--- src/rtl/atan_poly_prog.sv ---
// Programmable polynomial evaluator: pipelined Horner with one multiply-add per stage,
// optional odd symmetry, and a drain-then-load commit of the coefficient bank.
module atan_poly_prog #(
  parameter int IN_W      = 8,
  parameter int OUT_W     = 16,
  parameter int OUT_FRAC  = 14,
  parameter int COEF_W    = 18,
  parameter int COEF_FRAC = 16,
  parameter int ORDER     = 3,
  parameter int ODD_SYM   = 1,
  localparam int CA_W     = (ORDER > 0) ? $clog2(ORDER + 1) : 1
) (
  input  logic              clk,
  input  logic              rst,
  input  logic              val_i,
  output logic              rdy_o,
  input  logic [IN_W-1:0]   atan_poly_i,
  output logic              val_o,
  input  logic              rdy_i,
  output logic [OUT_W-1:0]  atan_poly_o,
  input  logic              coef_we,
  input  logic [CA_W-1:0]   coef_addr,
  input  logic [COEF_W-1:0] coef_wdata,
  input  logic              coef_commit,
  output logic              busy
);

  localparam int ACC_W  = COEF_W + 2;
  localparam int PROD_W = ACC_W + IN_W;
  localparam int SUM_W  = PROD_W + 1;
  localparam int SHIFT  = COEF_FRAC - OUT_FRAC;

  typedef enum logic [1:0] {RUN = 2'd0, DRAIN = 2'd1, LOAD = 2'd2} state_e;

  function automatic logic signed [ACC_W-1:0] horner_step(
    input logic signed [ACC_W-1:0]  acc,
    input logic signed [IN_W-1:0]   x,
    input logic signed [COEF_W-1:0] c
  );
    logic signed [PROD_W-1:0] prod;
    logic signed [PROD_W-1:0] scaled;
    logic signed [SUM_W-1:0]  sum;
    prod   = $signed({{IN_W{acc[ACC_W-1]}}, acc}) * $signed({{ACC_W{x[IN_W-1]}}, x});
    scaled = prod >>> (IN_W - 1);
    sum    = $signed({scaled[PROD_W-1], scaled}) +
             $signed({{(SUM_W-COEF_W){c[COEF_W-1]}}, c});
    if (sum[SUM_W-1:ACC_W-1] == {(SUM_W-ACC_W+1){sum[SUM_W-1]}}) begin
      horner_step = sum[ACC_W-1:0];
    end else if (sum[SUM_W-1]) begin
      horner_step = {1'b1, {(ACC_W-1){1'b0}}};
    end else begin
      horner_step = {1'b0, {(ACC_W-1){1'b1}}};
    end
  endfunction

  // Rescale to the output format, then fold the sign back in (most negative maps to max).
  function automatic logic signed [OUT_W-1:0] out_stage(
    input logic signed [ACC_W-1:0] acc,
    input logic                    neg
  );
    logic signed [ACC_W-1:0] sh;
    logic signed [OUT_W-1:0] y;
    sh = acc >>> SHIFT;
    if (sh[ACC_W-1:OUT_W-1] == {(ACC_W-OUT_W+1){sh[ACC_W-1]}}) begin
      y = sh[OUT_W-1:0];
    end else if (sh[ACC_W-1]) begin
      y = {1'b1, {(OUT_W-1){1'b0}}};
    end else begin
      y = {1'b0, {(OUT_W-1){1'b1}}};
    end
    if (!neg) begin
      out_stage = y;
    end else if (y == {1'b1, {(OUT_W-1){1'b0}}}) begin
      out_stage = {1'b0, {(OUT_W-1){1'b1}}};
    end else begin
      out_stage = -y;
    end
  endfunction

  logic                     en_s, accept_s, any_valid_s, neg_s;
  logic signed [IN_W-1:0]   xabs_s;
  logic                     v_q   [0:ORDER];
  logic                     neg_q [0:ORDER];
  logic signed [IN_W-1:0]   x_q   [0:ORDER-1];
  logic signed [ACC_W-1:0]  acc_q [0:ORDER-1];
  logic signed [ACC_W-1:0]  acc_d [0:ORDER-1];
  logic signed [ACC_W-1:0]  acc_in_s [0:ORDER-1];
  logic signed [COEF_W-1:0] shadow_q [0:ORDER];
  logic signed [COEF_W-1:0] active_q [0:ORDER];
  logic                     val_q, busy_q;
  logic signed [OUT_W-1:0]  y_q;
  state_e                   state_q;

  assign en_s        = rdy_i | ~val_q;
  assign rdy_o       = en_s & (state_q == RUN);
  assign accept_s    = val_i & rdy_o;
  assign val_o       = val_q;
  assign atan_poly_o = y_q;
  assign busy        = busy_q;

  always_comb begin
    neg_s  = 1'b0;
    xabs_s = atan_poly_i;
    if ((ODD_SYM != 0) && atan_poly_i[IN_W-1]) begin
      neg_s = 1'b1;
      if (atan_poly_i == {1'b1, {(IN_W-1){1'b0}}}) begin
        xabs_s = {1'b0, {(IN_W-1){1'b1}}};
      end else begin
        xabs_s = -atan_poly_i;
      end
    end else begin
      neg_s  = 1'b0;
      xabs_s = atan_poly_i;
    end
  end

  // Horner stage j consumes coefficient c[ORDER-1-j]; stage 0 starts from c[ORDER].
  always_comb begin
    acc_in_s[0] = $signed({{(ACC_W-COEF_W){active_q[ORDER][COEF_W-1]}}, active_q[ORDER]});
    for (int j = 1; j < ORDER; j++) begin
      acc_in_s[j] = acc_q[j-1];
    end
    for (int j = 0; j < ORDER; j++) begin
      acc_d[j] = horner_step(acc_in_s[j], x_q[j], active_q[ORDER-1-j]);
    end
  end

  always_comb begin
    any_valid_s = val_q;
    for (int j = 0; j <= ORDER; j++) begin
      any_valid_s = any_valid_s | v_q[j];
    end
  end

  always_ff @(posedge clk or posedge rst) begin
    if (rst) begin
      for (int j = 0; j <= ORDER; j++) begin
        v_q[j]   <= 1'b0;
        neg_q[j] <= 1'b0;
      end
      for (int j = 0; j < ORDER; j++) begin
        x_q[j]   <= '0;
        acc_q[j] <= '0;
      end
      val_q <= 1'b0;
      y_q   <= '0;
    end else if (en_s) begin
      v_q[0]   <= accept_s;
      neg_q[0] <= neg_s;
      x_q[0]   <= xabs_s;
      for (int j = 0; j < ORDER; j++) begin
        v_q[j+1]   <= v_q[j];
        neg_q[j+1] <= neg_q[j];
        acc_q[j]   <= acc_d[j];
      end
      for (int j = 0; j < ORDER - 1; j++) begin
        x_q[j+1] <= x_q[j];
      end
      val_q <= v_q[ORDER];
      if (v_q[ORDER]) begin
        y_q <= out_stage(acc_q[ORDER-1], neg_q[ORDER]);
      end
    end
  end

  // Active bank only changes in LOAD, when no sample is in flight.
  always_ff @(posedge clk or posedge rst) begin
    if (rst) begin
      state_q <= RUN;
      busy_q  <= 1'b0;
      for (int k = 0; k <= ORDER; k++) begin
        shadow_q[k] <= '0;
        active_q[k] <= '0;
      end
    end else begin
      if (coef_we && (int'(coef_addr) <= ORDER)) begin
        shadow_q[coef_addr] <= coef_wdata;
      end
      case (state_q)
        RUN: begin
          if (coef_commit) begin
            state_q <= DRAIN;
            busy_q  <= 1'b1;
          end
        end
        DRAIN: begin
          if (!any_valid_s) begin
            state_q <= LOAD;
          end
        end
        LOAD: begin
          for (int k = 0; k <= ORDER; k++) begin
            active_q[k] <= shadow_q[k];
          end
          state_q <= RUN;
          busy_q  <= 1'b0;
        end
        default: begin
          state_q <= RUN;
          busy_q  <= 1'b0;
        end
      endcase
    end
  end

endmodule

--- config.mk ---
export PLATFORM = sky130hd
export DESIGN_NAME = atan_poly_prog
export DESIGN_NICKNAME = d
export VERILOG_FILES = /design/src/rtl/atan_poly_prog.sv
export SDC_FILE = /design/constraint.sdc
export NUM_CORES = 2
export LEC_CHECK = 0
export ABC_AREA = 1
export CORE_UTILIZATION = 63
export DETAILED_ROUTE_END_ITERATION = 12
export PLACE_DENSITY = 0.8
export SYNTH_ARGS = -nofsm -noshare
export SYNTH_HDL_FRONTEND = slang
export SYNTH_SLANG_ARGS = --single-unit
--- constraint.sdc ---
create_clock -name clk -period 11.5 [get_ports clk]
set_clock_uncertainty 0.2 [all_clocks]
set_input_delay 1.725 -clock clk [delete_from_list [all_inputs] [get_ports clk]]
set_output_delay 1.725 -clock clk [all_outputs]
set_load 0.01 [all_outputs]
Word level (Yosys, flattened, before mapping)
Cells that the tools add are included.
- $lt $le $gt $ge: 2
- multiplexer cells: 23
- reduce and logical (&&, ||, !) cells: 5
- shifts and indexed selects: 0
- div/mod/pow operators: 0
- bitwise operators: 10
- add/subtract/negate cells: 5
- multiply operators: 3
- equal/unequal tests: 10
- operator list (cell ; count):
    20-bit two-way mux ; 6
    16-bit two-way mux ; 6
    72-bit bitwise mux ; 1
    20-bit by 8-bit multiplier with 28-bit output ; 2
    21-bit by 18-bit adder with 22-bit output ; 2
    18-bit demux with 2-bit select ; 1
    9-bit equality test ; 3
    18-bit by 8-bit multiplier with 26-bit output ; 1
    19-bit by 18-bit adder with 20-bit output ; 1
    18-bit two-way mux ; 1
    16-bit equality test (second input constant) ; 1
    8-bit two-way mux ; 2
    16-bit negation ; 1
    8-bit equality test (second input constant) ; 1
    8-bit negation ; 1
    2-bit AND reduction ; 3
    1-bit bitwise OR ; 5
    2-bit two-way mux ; 2
    2-bit != test (second input constant) ; 2
    2-bit one-hot mux with 2 select lines ; 1
    3-bit greater-or-equal comparator (second input constant) ; 1
    3-bit by 1-bit < comparator with 1-bit output (second input constant) ; 1
    2-bit NOT with 3-bit output ; 1
    1-bit AND ; 2
    other kinds (8) ; 10
- memories kept: 0
- register bits after elaboration: 256
- word-level logic and storage cells: 84
- bits in latches: 0
- bits in writable memories: 0
- bits in read-only memories: 0
- output and inout port bits: 19

Longest topological paths before layout
- word-level depth: 7
- gate-level depth with buffers: 43

Least setup slack after synthesis
Ideal clock, no wire load.
- path kind: reg2reg
- from: reg x_q[15] in the netlist's numbering
- to: reg acc_q (netlist bit acc_in_s[0])
- period minus slack after synthesis: 6623 ps
- arrival time: 6350 ps
- required time: 11227 ps
- slack: 4877 ps
- stages on the path, launching flop included: 37
- buffers on the path: 2
- cells stage by stage: dfrtp_1 clkinv_1 buf_1 nor2_1 fa_1 fa_1 fa_1 inv_1 fa_1 inv_1 ha_1 a21oi_1 o21ai_0 a21oi_1 inv_1 a21oi_1 inv_1 nand3_1 nand2_1 nand2_1 nand2_1 nand2_1 nand3_1 xor2_1 ha_1 inv_1 nor3_2 inv_1 nor2_1 nor3_2 nand3_2 xor2_1 nand2_1 nand2_4 buf_12 nand3_1 a21oi_2
- word-level cells in the longest chain between the ends: 4
- elaborated cells between the ends (all ways): 5
- classes of those cells: add/sub (1); mul (1); eq/ne (1); mux (2)
- ends and longest elaborated chain (element ; RTL line ; source):
    start, declared ; 84 ; logic signed [IN_W-1:0] x_q [0:ORDER-1];
    start signal, assigned by index ; 157 ; x_q[j+1] <= x_q[j];
    20-bit by 8-bit multiplier with 28-bit output (*) ; 43 ; prod = $signed({{IN_W{acc[ACC_W-1]}}, acc}) * $signed({{ACC_W{x[IN_W-1]}}, x});
    21-bit by 18-bit adder with 22-bit output (*) ; 45 ; sum = $signed({scaled[PROD_W-1], scaled}) +
    9-bit equality test / 20-bit two-way mux (equally long branches) ; 47, 49 ;
    20-bit two-way mux (*) ; 47 ; if (sum[SUM_W-1:ACC_W-1] == {(SUM_W-ACC_W+1){sum[SUM_W-1]}}) begin
    end signal, assigned by index ; 154 ; acc_q[j] <= acc_d[j];
    end, declared ; 85 ; logic signed [ACC_W-1:0] acc_q [0:ORDER-1];
Mark *: on every way between the ends. The rest lies on a longest branch, timed or not.
A chain may end at the register's enable or synchronous reset.

Worst setup path after layout
- from: reg x_q[15] in the netlist's numbering
- to: reg acc_q (netlist bit acc_in_s[16])
The elaborated chain is that of the path after synthesis.

==> impl_metrics.csv <==
group,metric,value,unit
outcome,run_status,"complete, no violations",
routing,viasPerCell,5.33,
layout,finalNonFillerCells,4385,
routing,drt_iter0_drc,1692,
routing,wl_per_cell,15.9,µm
setup_path,cp_common_cell,"inv_1",
place,numPortBuffers,52,
hold_path,min_from,"neg_q[3]$_DFFE_PP0N_",
setup_path,crit_arrival,8490,ps
place,post-place-ws,3270,ps
global_route,grt_usage,30.1,%
hold_path,hp-class,"flop to flop",
floorplan,fp.dieH,220,µm
global_route,grt_pass1_wl,115,mm
setup_path,critical_path_required,11720,ps
clock_network,cts_buffers,28,
synth,ys_types,65,
clock_network,insertion_delay,560,ps
timing,layout_setup_ws,3220,ps
layout,multiInputGateArea,19500,µm²
setup_path,end_kind,"flop",
floorplan,ios,53,
layout,nFillCells,3869,
clock_network,post_cts_buffers,0,
setup_path,critPathSlowestCell,"xnor2_2",
synth,yosysSeqAreaShare,21.2,%
routing,final_antenna_net_count,0,
clock_network,clk_pin_slew_worst_paths,70,ps
clock_network,postCtsHoldBufs,0,
floorplan,num_rows,79,
synth,ys_seq_elements,254,
synth,ys.flop_type,"dfrtp_1",
setup_path,path_max_fanout,20,
flow_run,drv_cap,0,
place,dp_hpwl,55.5,mm
synth,synth-edff-count,0,
timing,maxSlewViolCount,0,
timing,hold_viol,0,
synth,yosysTopAreaCell,"fa_1",
synth,synth_area_leaders,"fa_1 24%, dfrtp_1 21%, inv_1 12%, nand2_1 11%, ha_1 8.9%",
layout,fin_nets,4369,
clock_network,tritoncts,"yes",
global_route,antenna_found_initial,0,
floorplan,start_util,64.2,%
clock_network,cts.sink_count,254,
routing,drcViolationCount,0,
timing,tightest_slew,1180,ps
setup_path,worstRegToRegCells,33,
timing,rsz0062_at_grt,"false",
setup_path,cp-start-kind,"flop",
place,place.gp.congestion,0.943,
timing,fmax,121,MHz
setup_path,r2r_slack,3220,ps
timing,fin_crit,8280,ps
routing,dr_total_vias,23400,
setup_path,rr_endpoint,"acc_in_s[16]$_DFFE_PP0N_",
setup_path,cpPeakStageDelay,790,ps
timing,setup_tns,0,ps
synth,ys.warnings.count,0,
floorplan,dieArea,48500,µm²
setup_path,crit_type,"flop to flop",
floorplan,core-area,46800,µm²
hold_path,hold_depth,2,
clock_network,htreeDepth,1,
synth,netlist_area,30000,µm²
synth,yosysTopAreaCellShare,24.3,%
hold_path,hold_end,"neg_q[2]$_DFFE_PP0N_",
routing,wirelength,69.8,mm
synth,synth-async-reset-ratio,100,%
layout,layout-drive-gt1-share,5.45,%
global_route,overflow,0,
synth,synthCells,3815,
synth,syn-mean-instance-area,7.87,µm²
timing,finalCritPeriodShare,72.0,%
global_route,grt_max_degree,125,
timing,slew_headroom,21.2,%
layout,area_growth,5.58,%
setup_path,r2r_start,"x_q[15]$_DFFE_PP0N_",
synth,synth_nets,4427,
timing,setup_violations,0,
layout,regArea,6360,µm²
clock_network,cts-resized-gates,0,
place,place_inst,4334,
routing,first_pass_iters,8,
clock_network,cts_root_buf,"clkbuf_16",
floorplan,die_w,220,µm
clock_network,clockBufferDepth,3,
global_route,first_global_vias,23300,
[synth_stat cells (13+ instances only)]
cell      count
a21oi_1     174
a21oi_2      21
buf_1        19
clkbuf_1    118
dfrtp_1     254
fa_1        365
ha_1        213
inv_1       920
mux2_2       55
nand2_1     908
nand2_2      14
nand3_1      71
nand4_1      13
nor2_1      191
nor3_1       20
o21ai_0     182
xnor2_1      52
xor2_1       82
[layout make-up]
class / instances / share of cell area (%)
Clock buffer: 33 / 2.46
Multi-Input combinational cell: 2484 / 61.6
Antenna cell: 1 / 0.00790
Inverter: 927 / 11.0
Clock inverter: 17 / 0.541
Sequential cell: 254 / 20.1
Tap cell: 607 / 2.40
Timing Repair Buffer: 62 / 1.88
[cell usage in the layout (no fill, tap or decap), types with 11 or more instances in the layout]
cell type and instances:
xor2_1 82, xnor2_1 52, a21oi_2 21, mux2_2 55, clkbuf_16 29, nand3_1 71, nor2_1 190, o21a_1 11
nand2_2 14, nor3_1 20, inv_1 919, nand4_1 13, clkdlybuf4s50_1 52, dfrtp_1 254, ha_1 213, a21oi_1 174
fa_1 365, nand2_1 907, o21ai_0 182
[worst max path at each step]
| stage | startpoint | endpoint | slack (ps) |
|---|---|---|---|
| floorplan | rst | acc_in_s[0]$_DFFE_PP0N_ | 2590 |
| global placement | x_q[15]$_DFFE_PP0N_ | acc_in_s[18]$_DFFE_PP0N_ | 3560 |
| detailed placement | x_q[15]$_DFFE_PP0N_ | acc_in_s[16]$_DFFE_PP0N_ | 3270 |
| CTS | x_q[15]$_DFFE_PP0N_ | acc_in_s[16]$_DFFE_PP0N_ | 3230 |
| global route | x_q[15]$_DFFE_PP0N_ | acc_in_s[16]$_DFFE_PP0N_ | 2530 |
| finish | x_q[15]$_DFFE_PP0N_ | acc_in_s[16]$_DFFE_PP0N_ | 3220 |
[sequential cells by signal (all words and copies together), names as in the netlist]
name,flops
busy,1
neg_q,4
atan_poly_o,16
shadow_q,72
state_q,2
v_q,4
acc_q,18
x_q,24
acc_in_s,58
val_o,1
active_q,54
[per-layer routing]
layer  vias to the layer above  wire, µm  global-route usage, %
li1                      11300         -                      -
met5                         -         0                      0
met4                         0      2430                   9.84
met2                       662     32800                   49.8
met3                       141      4000                   3.11
met1                     11300     30600                   41.5
[metrics by stage]
step	utilization, %	cell area, µm²	hold WS (ps)
floorplan	-	30000	242
global placement	65.7	30700	255
detailed placement	65.7	30700	254
CTS	67.8	31700	272
global route	67.8	31700	296
finish	67.8	31700	269
[worst max-delay path, delay by kind of cell (launching register included)]
family | cells | cell delay [ps]
adders and majority gates | 6 | 2760
AOI/OAI and AO/OA | 6 | 1010
DFF | 1 | 450
xor gates and xnor gates | 2 | 950
buffers and inverters | 7 | 1020
and+or+nand+nor | 12 | 1720
[kinds of logic after synthesis]
kind of cell             synth area share (%)
multiplexers                             2.06
buffers and inverters                    13.8
AO/OA/AOI/OAI                            8.53
AND/OR/NAND/NOR                          17.2
flip-flops                               21.2
adder cells (fa/ha/maj)                  33.2
XOR/XNOR                                 4.02
Power is not shown: default switching activity piles up to over one toggle a cycle in this logic, so the estimate is an artifact.
